[config.mk]
export PLATFORM = sky130hd
export DESIGN_NAME = tick_gen_flat
export DESIGN_NICKNAME = d
export VERILOG_FILES = /design/src/rtl/tick_gen_if.sv /design/src/rtl/tick_gen.sv /design/src/flat_wrapper.sv
export SDC_FILE = /design/constraint.sdc
export NUM_CORES = 1
export LEC_CHECK = 0
export BUFFER_PORTS_ARGS = -buffer_cell sky130_fd_sc_hd__buf_4
export CORE_MARGIN = 2
export CORE_UTILIZATION = 50
export CTS_CLUSTER_SIZE = 28
export DETAILED_ROUTE_END_ITERATION = 7
export PLACE_DENSITY_LB_ADDON = 0.2
export SLEW_MARGIN = 20
export SYNTH_ARGS = -nofsm -noshare
export SYNTH_HDL_FRONTEND = slang
export SYNTH_SLANG_ARGS = --single-unit
[constraint.sdc]
create_clock -name clk -period 2.2 [get_ports clk]
set_clock_uncertainty 0.1 [all_clocks]
set_input_delay 0.22 -clock clk [delete_from_list [all_inputs] [get_ports clk]]
set_output_delay 0.22 -clock clk [all_outputs]
set_load 0.005 [all_outputs]
[src/rtl/tick_gen_if.sv]
// tick_gen_if -- control/status bundle for tick_gen.
//
// Signals:
//   en       run enable; 0 forces the generator idle
//   ld       load strobe for low_in/high_in
//   low_in   requested LOW-phase length (cycles)
//   high_in  requested HIGH-phase length (cycles)
//   single   one-shot request, sampled while idle (TICK_GEN_ONESHOT_EN only)
//   y        registered waveform
//   rise     one-cycle pulse on the first cycle of a HIGH phase
//   cnt      cycles elapsed in the current phase
//   pend     a load is queued and not yet applied
//
// Modports: master drives the controls, slave is the generator.
// WIDTH must match the WIDTH of the tick_gen attached to it.
interface tick_gen_if #(
  parameter int unsigned WIDTH = 4
) ();
  logic             en;
  logic             ld;
  logic [WIDTH-1:0] low_in;
  logic [WIDTH-1:0] high_in;
`ifdef TICK_GEN_ONESHOT_EN
  logic             single;
`endif
  logic             y;
  logic             rise;
  logic [WIDTH-1:0] cnt;
  logic             pend;

  modport master (
`ifdef TICK_GEN_ONESHOT_EN
    output single,
`endif
    output en, ld, low_in, high_in,
    input  y, rise, cnt, pend
  );

  modport slave (
`ifdef TICK_GEN_ONESHOT_EN
    input  single,
`endif
    input  en, ld, low_in, high_in,
    output y, rise, cnt, pend
  );
endinterface

[src/rtl/tick_gen.sv]
// tick_gen -- programmable LOW/HIGH waveform generator.
//
// Ports:
//   clk    single clock, all state changes on the rising edge
//   rst_n  synchronous active-low reset
//   bus    tick_gen_if.slave (en, ld, low_in, high_in, [single] in;
//          y, rise, cnt, pend out)
//
// Parameters: WIDTH (phase length / counter width), INIT_LOW and INIT_HIGH
// (phase lengths loaded at reset).
//
// Optional feature: define TICK_GEN_ONESHOT_EN to add bus.single and a DONE
// state; with single=1 sampled while idle, the generator emits one period and
// then parks in DONE (y=0, cnt=0) until en drops.
//
// A period is one LOW phase followed by one HIGH phase. New lengths written via
// ld are held pending and only take effect at a period end or while idle, so a
// running period is never distorted.
module tick_gen #(
  parameter int unsigned WIDTH     = 4,
  parameter int unsigned INIT_LOW  = 4,
  parameter int unsigned INIT_HIGH = 1
) (
  input  logic       clk,
  input  logic       rst_n,
  tick_gen_if.slave  bus
);

  typedef enum logic [1:0] {
    IDLE = 2'd0,
    LOW  = 2'd1,
    HIGH = 2'd2
`ifdef TICK_GEN_ONESHOT_EN
    ,
    DONE = 2'd3
`endif
  } state_t;

  localparam logic [WIDTH-1:0] ONE = WIDTH'(1);

  state_t           state;
  state_t           nxt_state;
  state_t           start_state;
  logic [WIDTH-1:0] cnt_q;
  logic [WIDTH-1:0] nxt_cnt;
  logic [WIDTH-1:0] low_len;
  logic [WIDTH-1:0] high_len;
  logic [WIDTH-1:0] low_pend;
  logic [WIDTH-1:0] high_pend;
  logic [WIDTH-1:0] eff_low;
  logic [WIDTH-1:0] eff_high;
  logic             y_q;
  logic             rise_q;
  logic             pend_q;
  logic             low_last;
  logic             high_last;
  logic             period_end;
  logic             apply;
`ifdef TICK_GEN_ONESHOT_EN
  logic             shot_q;
`endif

  always_comb begin
    low_last  = (cnt_q == low_len - ONE);
    high_last = (cnt_q == high_len - ONE);

    // With high_len=0 the period has no HIGH phase, so the last LOW cycle is
    // the period boundary; otherwise a queued load could never be applied.
    period_end = bus.en &&
                 ((state == HIGH && high_last) ||
                  (state == LOW && low_last && high_len == '0));

    apply    = pend_q && (state == IDLE || period_end);
    eff_low  = apply ? low_pend  : low_len;
    eff_high = apply ? high_pend : high_len;

    // First state of a new period, using the lengths that period will run with.
    if (eff_low != '0) begin
      start_state = LOW;
    end else if (eff_high != '0) begin
      start_state = HIGH;
    end else begin
      start_state = IDLE;
    end

    nxt_state = state;
    nxt_cnt   = cnt_q + ONE;

    if (!bus.en) begin
      nxt_state = IDLE;
      nxt_cnt   = '0;
    end else begin
      case (state)
        IDLE: begin
          nxt_state = start_state;
          nxt_cnt   = '0;
        end
        LOW: begin
          if (low_last) begin
            nxt_state = (high_len != '0) ? HIGH : start_state;
            nxt_cnt   = '0;
          end
        end
        HIGH: begin
          if (high_last) begin
            nxt_state = start_state;
            nxt_cnt   = '0;
          end
        end
        default: begin
          nxt_state = IDLE;
          nxt_cnt   = '0;
        end
      endcase
`ifdef TICK_GEN_ONESHOT_EN
      if (state == DONE) begin
        nxt_state = DONE;
        nxt_cnt   = '0;
      end else if (period_end && shot_q) begin
        nxt_state = DONE;
        nxt_cnt   = '0;
      end
`endif
    end
  end

  always_ff @(posedge clk) begin
    if (!rst_n) begin
      state     <= IDLE;
      cnt_q     <= '0;
      y_q       <= 1'b0;
      rise_q    <= 1'b0;
      pend_q    <= 1'b0;
      low_len   <= WIDTH'(INIT_LOW);
      high_len  <= WIDTH'(INIT_HIGH);
      low_pend  <= '0;
      high_pend <= '0;
`ifdef TICK_GEN_ONESHOT_EN
      shot_q    <= 1'b0;
`endif
    end else begin
      state  <= nxt_state;
      cnt_q  <= nxt_cnt;
      y_q    <= (nxt_state == HIGH);
      // HIGH->HIGH (low_len=0) is a continuous high level, not a new edge.
      rise_q <= (nxt_state == HIGH) && (state != HIGH);

      if (apply) begin
        low_len  <= low_pend;
        high_len <= high_pend;
      end

      // A load coinciding with an apply queues behind it rather than
      // being consumed at the same boundary.
      if (bus.ld) begin
        low_pend  <= bus.low_in;
        high_pend <= bus.high_in;
        pend_q    <= 1'b1;
      end else if (apply) begin
        pend_q    <= 1'b0;
      end

`ifdef TICK_GEN_ONESHOT_EN
      if (state == IDLE) begin
        shot_q <= bus.single;
      end
`endif
    end
  end

  assign bus.y    = y_q;
  assign bus.rise = rise_q;
  assign bus.cnt  = cnt_q;
  assign bus.pend = pend_q;

endmodule
[src/flat_wrapper.sv]
// flat-port wrapper written by rule: the top's interface ports become plain ports
module tick_gen_flat 
#(
  parameter int unsigned WIDTH     = 4,
  parameter int unsigned INIT_LOW  = 4,
  parameter int unsigned INIT_HIGH = 1
)
  (clk, rst_n, bus_en, bus_ld, bus_low_in, bus_high_in, bus_y, bus_rise, bus_cnt, bus_pend);
  tick_gen_if #(.WIDTH(WIDTH)) bus_i ();
  input  logic clk;
  input  logic rst_n;
  input wire logic [$bits(bus_i.en)-1:0] bus_en;
  input wire logic [$bits(bus_i.ld)-1:0] bus_ld;
  input wire logic [$bits(bus_i.low_in)-1:0] bus_low_in;
  input wire logic [$bits(bus_i.high_in)-1:0] bus_high_in;
  output wire logic [$bits(bus_i.y)-1:0] bus_y;
  output wire logic [$bits(bus_i.rise)-1:0] bus_rise;
  output wire logic [$bits(bus_i.cnt)-1:0] bus_cnt;
  output wire logic [$bits(bus_i.pend)-1:0] bus_pend;
  assign bus_i.en = bus_en;
  assign bus_i.ld = bus_ld;
  assign bus_i.low_in = bus_low_in;
  assign bus_i.high_in = bus_high_in;
  assign bus_y = bus_i.y;
  assign bus_rise = bus_i.rise;
  assign bus_cnt = bus_i.cnt;
  assign bus_pend = bus_i.pend;
  tick_gen #(.WIDTH(WIDTH), .INIT_LOW(INIT_LOW), .INIT_HIGH(INIT_HIGH)) u_core (.clk(clk), .rst_n(rst_n), .bus(bus_i));
endmodule
# Yosys cells after proc, flatten, opt, wreduce, memory -nomap -nowiden
# Cells that the tools add are included.
# word_totals
reg_bits	25
in_bits	12
elab_cells	47
# op_classes
add_sub_neg	3
n_eq_ne	6
muxes	14
reduce_logical	15
# ops
operator	n
$mux W4	4
$mux W2	6
$reduce_bool A4 Y1	3
$eq A4 B4 Y1	2
$pmux W4 S2	1
$sub A4 B1 Y4 const B	2
$logic_and A1 B1 Y1	6
$pmux W2 S3	1
$add A4 B1 Y4 const B	1
$eq A2 B2 Y1 const B	2
$logic_not A4 Y1	1
$eq A2 B1 Y1 const B	1
$logic_not A2 Y1	1
$logic_or A1 B1 Y1	2
$mux W1	2
$ne A2 B2 Y1 const B	1
$reduce_and A2 Y1	1
$reduce_bool A2 Y1	1

# Longest topological paths before layout
# depth
word_depth	18
depth_mapped	9

# Worst setup path before layout
# Ideal clock, no wire load.
# synth_timing
path_type	reg2reg
from	register u_core.high_len[0]
to	register u_core.rise_q, in the netlist u_core.bus.rise
arrival_ns	1.931
setup_slack_ns	0.081
stages_incl_launch_ff	10
path_cell_list	dfxtp_1 > inv_1 > ha_1 > xor2_1 > nand3_2 > o31a_1 > a21oi_2 > buf_6 > nand4_4 > a311oi_2
# synth_via
elab_chain_cells	17
word_cells_on_any_way	23
cone_classes	add/sub (1); eq/ne (2); mux (9); reduce/logical (11)
# synth_lines
item	line	rtl
start: declaration	tick_gen.sv:47	logic [WIDTH-1:0] high_len;
start signal: assignment	tick_gen.sv:135	high_len <= WIDTH'(INIT_HIGH);
start signal: assignment	tick_gen.sv:150	high_len <= high_pend;
$sub A4 B1 Y4	tick_gen.sv:65	high_last = (cnt_q == high_len - ONE);
$eq A4 B4 Y1	tick_gen.sv:65	
$logic_and A1 B1 Y1	tick_gen.sv:70	((state == HIGH && high_last) ||
$logic_or A1 B1 Y1	tick_gen.sv:70	
$logic_and A1 B1 Y1	tick_gen.sv:69	period_end = bus.en &&
$logic_or A1 B1 Y1	tick_gen.sv:73	apply = pend_q && (state == IDLE || period_end);
$logic_and A1 B1 Y1	tick_gen.sv:73	
$mux W4	n/a	
$reduce_bool A4 Y1	tick_gen.sv:80	end else if (eff_high != '0) begin
$mux W2	tick_gen.sv:80	
$mux W2	tick_gen.sv:78	if (eff_low != '0) begin
$mux W2	tick_gen.sv:100	nxt_state = (high_len != '0) ? HIGH : start_state;
$mux W2	tick_gen.sv:99	if (low_last) begin
$pmux W2 S3 (*)	tick_gen.sv:93	case (state)
$mux W2 (*)	tick_gen.sv:89	if (!bus.en) begin
$eq A2 B2 Y1 (*)	tick_gen.sv:146	rise_q <= (nxt_state == HIGH) && (state != HIGH);
$logic_and A1 B1 Y1 (*)	tick_gen.sv:146	
end signal: assignment	tick_gen.sv:146	
end: declaration	tick_gen.sv:53	logic rise_q;
# Every way passes the cells marked *; elsewhere a longest branch is shown, timed or not.
# A chain may end at the register's enable or synchronous reset.

# Worst setup path after layout
# layout_timing
from	register u_core.high_len[1]
to	register u_core.rise_q, in the netlist u_core.bus.rise
# The elaborated chain is that of the path after synthesis.

==> impl_results.md <==
- Hold Path Class: in2reg
- Register bit total from synthesis: 25
- RSZ-0062 raised after global routing: yes
- Post-synth ARST share: 0
- Slew Limit Fails: 0
- DR iter-0 viols: 19
- Fin. Hold Viols: 0
- Routed wire per std cell: about 13 um
- Buffers added on ports: 18
- Crit path buf inv count: 2
- Worst Path Arrival: about 2300 ps
- Critical-path cell list: inv_2 > ha_4 > xor2_1 > nand3_2 > o31a_1 > buf_4 > a211o_4 > a311oi_2
- Hold buffers post-CTS: 0
- Total Wirelength: 2.57 mm
- Share of layout cells above drive strength 1: 0.301
- Sequential Area: between 500 and 600 um2
- Final setup vio count: 0
- Inserted Clock Buffers: 3
- Clock sink count: 25
- Final period utilization: 0.993
- CP Capture Type: register
- GRT Total Usage: 0.170
- Worst-path clk slew: between 100 and 150 ps
- Site Rows: 18
- DR vias: 1025
- CTS tree: built
- Core ar.: roughly 2500 um2
- End of the critical path: u_core.bus.rise$_SDFF_PN0_
- Status: finished clean
- Main area contributors after synthesis: dfxtp_1 38%, mux2i_1 11%, ha_1 6.6%
- Cell area after synthesis: 1320 um2
- Post-synth EDFFs: 0
- Ant diodes: 0
- Most common cell in the synthesized netlist: dfxtp_1
- Max-slew headroom: 0.724
- H-tree levels: 1
- Grt ovf: 0
- DRT Pass-1 Iters: 4
- Synth top area share: 0.378
- Mapped Cells: around 130
- Leakage: 0.683 nW
- Post-synthesis sequential area ratio: 0.378
- Worst vdd ir: between 0.4 and 0.5 mV
- Critical-path maximum fanout: 4
- Critical path launch point type: register
- Synth Warn #: 0
- DRT antenna net count: 0
- Worst setup startpoint: u_core.high_len[1]$_SDFF_PN0_
- Critical Path Max Stage Delay: 380 ps
- First-pass GRT wire length: about 4.2 mm
- CP top delay family: compound AO/OA/AOI/OAI gates
- Largest net degree at the start of global routing: 20
- Die Area: 3080 um2
- Mean Syn Cell Area: roughly 10 um2
- Levels on crit path: 8
- Die width: about 55 um
- Synth cell types: 38
- Net Count, Synth: about 150
- Worst R2R End: u_core.bus.rise$_SDFF_PN0_
- Setup CP Type: reg2reg
- Initial antenna violation count: 0
- P&R area growth vs syn: 22.1%
- Reg-to-reg slack, setup: 10 ps
- Post-DP HPWL: between 1.5 and 2 mm
- FILL cells: approximately 200
- CTS max path bufs: 2
- Hold_sp: bus_low_in[3]
- Clock latency on the worst-skew pair: 310 ps
- Worst r2r src: u_core.high_len[1]$_SDFF_PN0_
- Max Cap Viol: 0
- Initial Utilization: 0.530
- Least-Margin Pin Slew: 411 ps
- Vias per inst: between 5 and 6
- Top_reg_cell synth: dfxtp_1
- Final Core Density: 0.647
- Vias in the first global route: 933
- DRC errors left: 0
- Maximum clock frequency: 0.458 GHz
- Area of the multi-input gates: 779 um2
- Pre-CTS WS: around 64 ps
- Final Net Count: 183
- Final min period: about 2200 ps
- Max stage delay cell, worst path: dfxtp_2
- GP Congestion: between 0.8 and 0.9
- Clock root cell: clkbuf_4
- Worst reg2reg path depth: 8
- WP data required: roughly 2300 ps
- Die H: 55.5 um
- PD cells: approximately 540 nW/um2
- Dominant cell type by area after synthesis: dfxtp_1
- IO Pins: 19
- Synth cell count leaders: 25 x dfxtp_1, 15 x mux2i_1, 14 x nor2b_1, 11 x inv_1
- Final worst slack: ~15 ps
worst min-delay path: stages:
cell and delay [ps]:
buf_4 70, mux2i_1 50, nor2b_1 90
power breakdown:
part / total (mW) / leakage [nW] / internal (mW) / switching (mW)
clock: 0.198 / 0.0150 / 0.0708 / 0.128
sequential: 0.492 / 0.206 / 0.473 / 0.0189
combinational: 0.181 / 0.462 / 0.0965 / 0.0842
area by class of cell:
class                   count  share of cell area
inverters                  11              0.0255
clock buffers               4              0.0163
repair buffers             29               0.137
multi-input cells          94               0.482
well taps                  30              0.0232
flip-flops and latches     25               0.316
logic make-up (layout without fill, tap and decap cells):
family	after synthesis	count (layout)	share of synthesized area
adder cells (fa/ha/maj)	7	7	0.0662
XOR/XNOR	12	12	0.101
AND/OR/NAND/NOR	45	45	0.205
AO/OA/AOI/OAI	15	15	0.0879
buffers and inverters	15	44	0.0482
multiplexers	15	15	0.113
flip-flops	25	25	0.378
registers in the layout, indices dropped and copies added (netlist names):
register          cells
u_core.low_len        4
u_core.bus.pend       1
u_core.high_pend      4
u_core.state          2
u_core.bus.cnt        4
u_core.bus.y          1
u_core.high_len       4
u_core.low_pend       4
u_core.bus.rise       1
through the flow:
stage / power, mW / instances / TNS (ps) / cell area [um2] / hold slack, ps
floorplan: 0.617 / 134 / 0 / 1320 / 290
detailed placement: 0.669 / 184 / 0 / 1520 / 385
global placement: 0.664 / 184 / 0 / 1520 / 375
CTS: 0.873 / 188 / 0 / 1550 / 39.8
global route: 0.922 / 193 / -437 / 1620 / 41.5
finish: 0.871 / 193 / 0 / 1620 / 50.5
routing by layer:
| metal | track usage | wire [um] | part of all wire | up-vias |
|---|---|---|---|---|
| met5 | 0 | 0 | 0 | - |
| met3 | 0.0234 | 71 | 0.028 | 5 |
| met4 | 0.0592 | 35 | 0.014 | 0 |
| met1 | 0.236 | 1230 | 0.48 | 480 |
| li1 | - | - | - | 520 |
| met2 | 0.270 | 1230 | 0.48 | 20 |
worst min-delay path by stage:
stage | to | slack, ps | cells after the start
6_report | u_core.low_pend[3]$_SDFFE_PN0P_ | 50 | 3
2_1_floorplan | u_core.high_pend[0]$_SDFFE_PN0P_ | 290 | 2
4_1_cts | u_core.low_pend[3]$_SDFFE_PN0P_ | 40 | 3
5_1_grt | u_core.low_pend[1]$_SDFFE_PN0P_ | 40 | 3
3_5_place_dp | u_core.low_pend[3]$_SDFFE_PN0P_ | 380 | 3
3_3_place_gp | u_core.low_pend[1]$_SDFFE_PN0P_ | 370 | 3
placed cells by master (no fill, tap or decap), types with 3 or more instances in the layout:
| cell type | synthesis | layout |
|---|---|---|
| buf_4 | 0 | 28 |
| clkbuf_4 | 0 | 3 |
| dfxtp_1 | 25 | 19 |
| dfxtp_2 | 0 | 5 |
| ha_1 | 7 | 6 |
| inv_1 | 11 | 9 |
| mux2i_1 | 15 | 15 |
| nand2_1 | 7 | 7 |
| nand3_1 | 4 | 4 |
| nor2_1 | 5 | 5 |
| nor2b_1 | 14 | 14 |
| xnor2_1 | 6 | 6 |
| xor2_1 | 4 | 4 |
repair_timing:
item                       in CTS  in global routing
resized for setup               0                 12
setup endpoints to repair       0                  9
buffers inserted                0                  5
Power figures use the tool's default switching activity.
